## src/rtl/serial_sub_8.sv

```systemverilog
// Bit-serial subtractor: diff = a - b computed LSB first as a + ~b + 1, one bit per clock.
// Optional signed-overflow output enabled by defining SERIAL_SUB_OVF_EN.
module serial_sub_8 #(
  parameter int unsigned WIDTH = 8
) (
  input  logic             clk,
  input  logic             rst_n,
  input  logic             start,
  input  logic [WIDTH-1:0] a,
  input  logic [WIDTH-1:0] b,
  output logic             busy,
  output logic             done,
  output logic [WIDTH-1:0] diff,
  output logic             borrow
`ifdef SERIAL_SUB_OVF_EN
  ,
  output logic             ovf
`endif
);

  localparam int unsigned CW = $clog2(WIDTH);
  localparam logic [CW-1:0] LAST_BIT = CW'(WIDTH - 1);

  localparam logic [1:0] S_IDLE  = 2'd0;
  localparam logic [1:0] S_SHIFT = 2'd1;
  localparam logic [1:0] S_DONE  = 2'd2;

  logic [1:0]       state_q,  state_d;
  logic [WIDTH-1:0] a_q,      a_d;
  logic [WIDTH-1:0] b_q,      b_d;
  logic [WIDTH-1:0] r_q,      r_d;
  logic             c_q,      c_d;
  logic [CW-1:0]    cnt_q,    cnt_d;
  logic             busy_q,   busy_d;
  logic             done_q,   done_d;
  logic [WIDTH-1:0] diff_q,   diff_d;
  logic             borrow_q, borrow_d;
`ifdef SERIAL_SUB_OVF_EN
  logic             a_msb_q,  a_msb_d;
  logic             b_msb_q,  b_msb_d;
  logic             ovf_q,    ovf_d;
`endif

  logic             sum_bit;
  logic             carry_out;
  logic [WIDTH-1:0] result_full;

  // Single full-adder slice; B already holds ~b and the initial carry supplies the +1.
  always_comb begin
    sum_bit     = a_q[0] ^ b_q[0] ^ c_q;
    carry_out   = (a_q[0] & b_q[0]) | (a_q[0] & c_q) | (b_q[0] & c_q);
    result_full = {sum_bit, r_q[WIDTH-1:1]};
  end

  always_comb begin
    state_d  = state_q;
    a_d      = a_q;
    b_d      = b_q;
    r_d      = r_q;
    c_d      = c_q;
    cnt_d    = cnt_q;
    busy_d   = busy_q;
    done_d   = 1'b0;
    diff_d   = diff_q;
    borrow_d = borrow_q;
`ifdef SERIAL_SUB_OVF_EN
    a_msb_d  = a_msb_q;
    b_msb_d  = b_msb_q;
    ovf_d    = ovf_q;
`endif

    case (state_q)
      S_IDLE, S_DONE: begin
        state_d = S_IDLE;
        if (start) begin
          state_d = S_SHIFT;
          a_d     = a;
          b_d     = ~b;
          r_d     = '0;
          c_d     = 1'b1;
          cnt_d   = '0;
          busy_d  = 1'b1;
`ifdef SERIAL_SUB_OVF_EN
          a_msb_d = a[WIDTH-1];
          b_msb_d = b[WIDTH-1];
`endif
        end
      end

      S_SHIFT: begin
        a_d   = a_q >> 1;
        b_d   = b_q >> 1;
        r_d   = result_full;
        c_d   = carry_out;
        cnt_d = cnt_q + CW'(1);
        // Final bit: the result register is published together with this bit.
        if (cnt_q == LAST_BIT) begin
          state_d  = S_DONE;
          busy_d   = 1'b0;
          done_d   = 1'b1;
          diff_d   = result_full;
          borrow_d = ~carry_out;
`ifdef SERIAL_SUB_OVF_EN
          ovf_d    = (a_msb_q != b_msb_q) && (sum_bit != a_msb_q);
`endif
        end
      end

      default: begin
        state_d = S_IDLE;
        busy_d  = 1'b0;
      end
    endcase
  end

  always_ff @(posedge clk or negedge rst_n) begin
    if (!rst_n) begin
      state_q  <= S_IDLE;
      a_q      <= '0;
      b_q      <= '0;
      r_q      <= '0;
      c_q      <= 1'b0;
      cnt_q    <= '0;
      busy_q   <= 1'b0;
      done_q   <= 1'b0;
      diff_q   <= '0;
      borrow_q <= 1'b0;
`ifdef SERIAL_SUB_OVF_EN
      a_msb_q  <= 1'b0;
      b_msb_q  <= 1'b0;
      ovf_q    <= 1'b0;
`endif
    end else begin
      state_q  <= state_d;
      a_q      <= a_d;
      b_q      <= b_d;
      r_q      <= r_d;
      c_q      <= c_d;
      cnt_q    <= cnt_d;
      busy_q   <= busy_d;
      done_q   <= done_d;
      diff_q   <= diff_d;
      borrow_q <= borrow_d;
`ifdef SERIAL_SUB_OVF_EN
      a_msb_q  <= a_msb_d;
      b_msb_q  <= b_msb_d;
      ovf_q    <= ovf_d;
`endif
    end
  end

  assign busy   = busy_q;
  assign done   = done_q;
  assign diff   = diff_q;
  assign borrow = borrow_q;
`ifdef SERIAL_SUB_OVF_EN
  assign ovf    = ovf_q;
`endif

endmodule
```

## config.mk

```make
export PLATFORM = sky130hd
export DESIGN_NAME = serial_sub_8
export DESIGN_NICKNAME = d
export VERILOG_FILES = /design/src/rtl/serial_sub_8.sv
export SDC_FILE = /design/constraint.sdc
export NUM_CORES = 1
export LEC_CHECK = 0
export CAP_MARGIN = 5
export CORE_MARGIN = 4
export CORE_UTILIZATION = 55
export DETAILED_ROUTE_END_ITERATION = 10
export DONT_BUFFER_PORTS = 1
export PLACE_DENSITY = 0.84
export SETUP_SLACK_MARGIN = 0.02
export SLEW_MARGIN = 5
export SYNTH_ARGS = -nofsm -noshare
export SYNTH_HDL_FRONTEND = slang
export SYNTH_SLANG_ARGS = --single-unit
export TNS_END_PERCENT = 100
```

## constraint.sdc

```tcl
create_clock -name clk -period 1.32 [get_ports clk]
set_input_delay 0.198 -clock clk [delete_from_list [all_inputs] [get_ports clk]]
set_output_delay 0.198 -clock clk [all_outputs]
set_load 0.005 [all_outputs]
```

**Word-level counts from Yosys, hierarchy flattened**

Cells that the tools add are included.

- Register bits: 41
- Input port bits: 19
- Logic and storage cells: 48

- Add/sub/neg operators: 1
- Eq/ne operators: 5
- Mux-type cells: 17
- Bitwise logic cells: 9
- Reductions and logical operators: 6

Operators with widths:

| operator | number |
|---|---|
| $pmux W8 S2 | 3 |
| $mux W8 | 3 |
| $not A8 Y8 | 1 |
| $pmux W3 S2 | 1 |
| $reduce_and A2 Y1 | 3 |
| $mux W1 | 5 |
| $ne A2 B2 Y1 const B | 2 |
| $pmux W1 S2 | 2 |
| $pmux W2 S2 | 1 |
| $add A3 B1 Y3 const B | 1 |
| $and A1 B1 Y1 | 3 |
| $eq A3 B3 Y1 const B | 1 |
| $mux W3 | 1 |
| $eq A2 B1 Y1 const B | 1 |
| $eq A2 B2 Y1 const B | 1 |
| $logic_not A2 Y1 | 1 |
| $mux W2 | 1 |
| $or A1 B1 Y1 | 2 |
| $reduce_bool A2 Y1 | 1 |
| $reduce_or A2 Y1 | 1 |
| $xor A1 B1 Y1 | 2 |
| $not A1 Y1 | 1 |

**Longest topological paths before layout**

- Depth after elaboration: 4
- Mapped depth: 6

**Least setup slack after synthesis**

Ideal clock, no wire load.

- Kind: register to register
- Start: reg cnt_q[0]
- End: reg borrow_q (netlist: borrow)
- Library setup time: 0.125 ns
- Arrival time: 1.299 ns
- Setup slack: -0.104 ns
- Cell stages (with the launch flop): 6
- Buffers on the path: 1
- Period minus slack after synthesis: 1.424 ns
- Cell sequence: dfrtp_1 ha_1 ha_1 nand3b_4 buf_6 mux2_4

- Cells in the longest elaborated chain, start to end: 2

RTL lines:

| item | RTL line | source |
|---|---|---|
| start: declaration | 33 | `logic [CW-1:0] cnt_q, cnt_d;` |
| start signal: assignment | 139 | `cnt_q <= cnt_d;` |
| $eq A3 B3 Y1 | 97 | `if (cnt_q == LAST_BIT) begin` |
| $reduce_and A2 Y1 (no line) | n/a |  |
| end signal: assignment | 143 | `borrow_q <= borrow_d;` |
| end: declaration | 37 | `logic borrow_q, borrow_d;` |

No other way between the ends.
A chain may end at the register's enable or synchronous reset.

**Worst setup path after layout**

- Start: reg cnt_q[1]
- End: reg diff_q[1] (netlist: diff[1])

- Cells in the longest elaborated chain, start to end: 2

RTL lines:

| item | RTL line | source |
|---|---|---|
| $eq A3 B3 Y1 | 97 |  |
| $reduce_and A2 Y1 (no line) | n/a |  |
| end signal: assignment | 142 | `diff_q <= diff_d;` |
| end: declaration | 36 | `logic [WIDTH-1:0] diff_q, diff_d;` |

No other way between the ends.

==> impl_results.md <==
* Setup ws final at -44.9 ps
* Layout overhead on the synthesized area at 10.7%
* Maxcap violations at 0
* Clock share of power at 0.164
* Yosys reg bits at 40
* GRT Util Overall at 0.183
* Clock buffer count from CTS at 5
* Vias per cell at between 5 and 6
* Post-route ant nets at 0
* # IOs at 30
* Syn Std Cell Area at ~2000 µm²
* Gate power share at 0.403
* Vias in the first global route at around 1400
* Area of the multi-input gates at a little over 900 µm²
* Clk Latency, worst-skew pair at around 300 ps
* Most area-hungry cell type in the Yosys netlist: dfrtp_1
* # port buffers at 0
* Clock transition at path regs at about 80 ps
* Worst Path Required at between 1500 and 2000 ps
* First-pass iteration count of the detailed router at 4
* Initial Util at 0.589
* Syn Inst Count at roughly 170
* Num rows at 21
* Crit Path Max Fanout at 6
* CTS root buffer: clkbuf_8
* Filler cells at 260
* Die area at around 4700 µm²
* Final Slew Violations at 0
* Register area share after synthesis at 0.494
* Maximum clock path buffer count at 2
* Critical path capture point type: register
* Hold depth at 2
* Worst setup SP type: register
* Antenna violations before repair at 0
* Yosys top cell area share at 0.494
* Leakage at around 1 nW
* Seq pwr share at 0.433
* Synth warn at 0
* Clock skew at 5.32 ps
* Final Cycle Share at 1.03
* TritonCTS clock tree: built
* Fmax at between 700 and 800 MHz
* Crit path arrival time at ~1600 ps
* First-pass GRT wire length at ~6300 µm
* WL final at 3780 µm
* Pre-CTS setup slack at -89.0 ps
* Largest net degree at the start of global routing at 41
* Sw Ratio at 0.342
* RSZ-0062 raised after global routing: true
* Initial drt markers at 43
* GPL Wtd Cong at 0.821
* R2R depth at 4
* Failing checks: setup timing
* WL per Instance at about 17 µm
* Synth top area cells: dfrtp_1, mux2i_1, mux2_4, mux2_2, nor2b_1
* Setup TNS at -386 ps
* Floorplan Core Area at ~3400 µm²
* Antenna diodes at 0
* Clk sink count at 40
* Synth unique cells at 30
* WS Path Type: register to register
* HPWL after detailed placement at approximately 2500 µm
* Register Area at about 1000 µm²
* Die W at between 60 and 70 µm
* Final Hold Vio Count at 0
* Die H at approximately 69 µm
* Worst Tran Pin Value at 241 ps
* # setup viols final at 10
* Worst hold slack at approximately 20 ps
* Share of cells above drive strength 1 at 0.271
* DR vias at ~1300
* Mapped Nets at 190
* Post-route DRC at 0
* Internal cell power at around 3.4 mW
* Clock period minus worst slack at about 1400 ps
* Min-delay worst type: primary input to register
* Cell Pwr Density at ~2300 nW/µm²
* Worst slew margin at 0.838
* Switching power at between 1.5 and 2 mW
* Status: complete, but fails checks
* CTS H-tree lvls at 2
* Post-Syn Area per Cell at between 10 and 15 µm²
* Worst VDD drop at between 0.001 and 0.0015 V
* Final Net Count at ~200
* Overflow after GRT at 0
==> power by group through the flow <==
stage          clock network, mW  logic (mW)  registers (mW)
2_1_floorplan                  0        1.65            2.08
3_3_place_gp                   0        1.82            2.19
3_5_place_dp                   0        1.94            2.24
4_1_cts                    0.868        2.07            2.23
5_1_grt                    0.907        2.31            2.31
6_report                   0.844        2.07            2.23
==> synthesized netlist by cell type (all sizes together) <==
master and number:
a211oi 7, a21oi 11, a221o 1, a22o 8, a22oi 1, buf 10
clkbuf 2, dfrtp 40, fa 1, ha 2, inv 5, mux2 16
mux2i 14, nand2 8, nand2b 3, nand3 3, nand3b 1, nor2 4
nor2b 17, nor3 4, o21a 1, o21ai 8, or2b 1
==> worst paths after layout <==
path                            startpoint         end  slack, ps
worst min register to register     diff[7]     diff[7]        520
max in group asynchronous            rst_n  state_q[0]        740
worst min-delay path                 start  state_q[0]         20
worst max-delay path              cnt_q[1]     diff[1]        -40
worst max register to register    cnt_q[1]     diff[1]        -40
min in group asynchronous            rst_n     diff[0]        370
==> worst max-delay path: stages, from the launching register on <==
cell and delay [ps]:
dfrtp_1 400, ha_2 210, ha_4 180, nand3b_4 150, mux2_4 320
==> placed cells by master (no fill, tap or decap), types with 2 or more instances in the layout <==
master,count
nor2b_4,2
dlygate4sd3_1,2
mux2_4,9
nand3_1,3
nand2b_1,2
nor2_1,4
buf_4,12
inv_1,4
a22o_1,8
o21ai_0,7
nand2_1,8
nor3_1,4
clkbuf_8,6
nor2b_1,15
clkinv_2,2
mux2_2,7
dfrtp_1,39
a211oi_1,7
mux2i_1,14
a21oi_1,11
==> registers in the layout, summed over array words and instances, names as in the netlist <==
name / cells
a_q: 8
b_q: 8
diff: 8
r_q: 7
cnt_q: 3
state_q: 2
borrow: 1
busy: 1
c_q: 1
done: 1
==> metal layers <==
metal / vias up / wire length, µm / track usage
li1: 617 / - / -
met1: 623 / 1660 / 0.227
met2: 28 / 1900 / 0.296
met3: 9 / 135 / 0.0421
met4: 0 / 89 / 0.0998
met5: - / 0 / 0
==> final cells by class <==
cell class	instances	share of cell area
Sequential cell	40	0.447
Multi-Input combinational cell	112	0.415
Timing Repair Buffer	16	0.0630
Clock buffer	6	0.0368
Tap cell	46	0.0257
Inverter	5	0.00837
Clock inverter	2	0.00446
==> logic make-up (layout without fill, tap and decap cells) <==
| family | after synthesis | count (layout) | share of synthesized area |
|---|---|---|---|
| DFF | 40 | 40 | 0.494 |
| and+or+nand+nor | 41 | 42 | 0.126 |
| AOI/OAI and AO/OA | 37 | 37 | 0.122 |
| muxes | 30 | 30 | 0.171 |
| buffers and inverters | 17 | 29 | 0.0648 |
| adders and majority gates | 3 | 3 | 0.0222 |
==> metrics by stage <==
stage,area [µm²],util,std cells,power [mW]
final,2240,0.652,227,5.15
after global routing,2240,0.652,227,5.53
after CTS,2240,0.650,227,5.17
after detailed placement,2070,0.602,213,4.18
after global placement,2070,0.602,213,4.01
after floorplan,2040,-,168,3.73
==> timing repair <==
action	in CTS	in global routing
endpoints found under the hold margin	41	0
buffers inserted	2	0
cloned	1	0
gates resized for setup	3	2
pin swaps	3	0
setup endpoints to repair	11	18
hold buffers	3	0
Power figures use the tool's default switching activity.
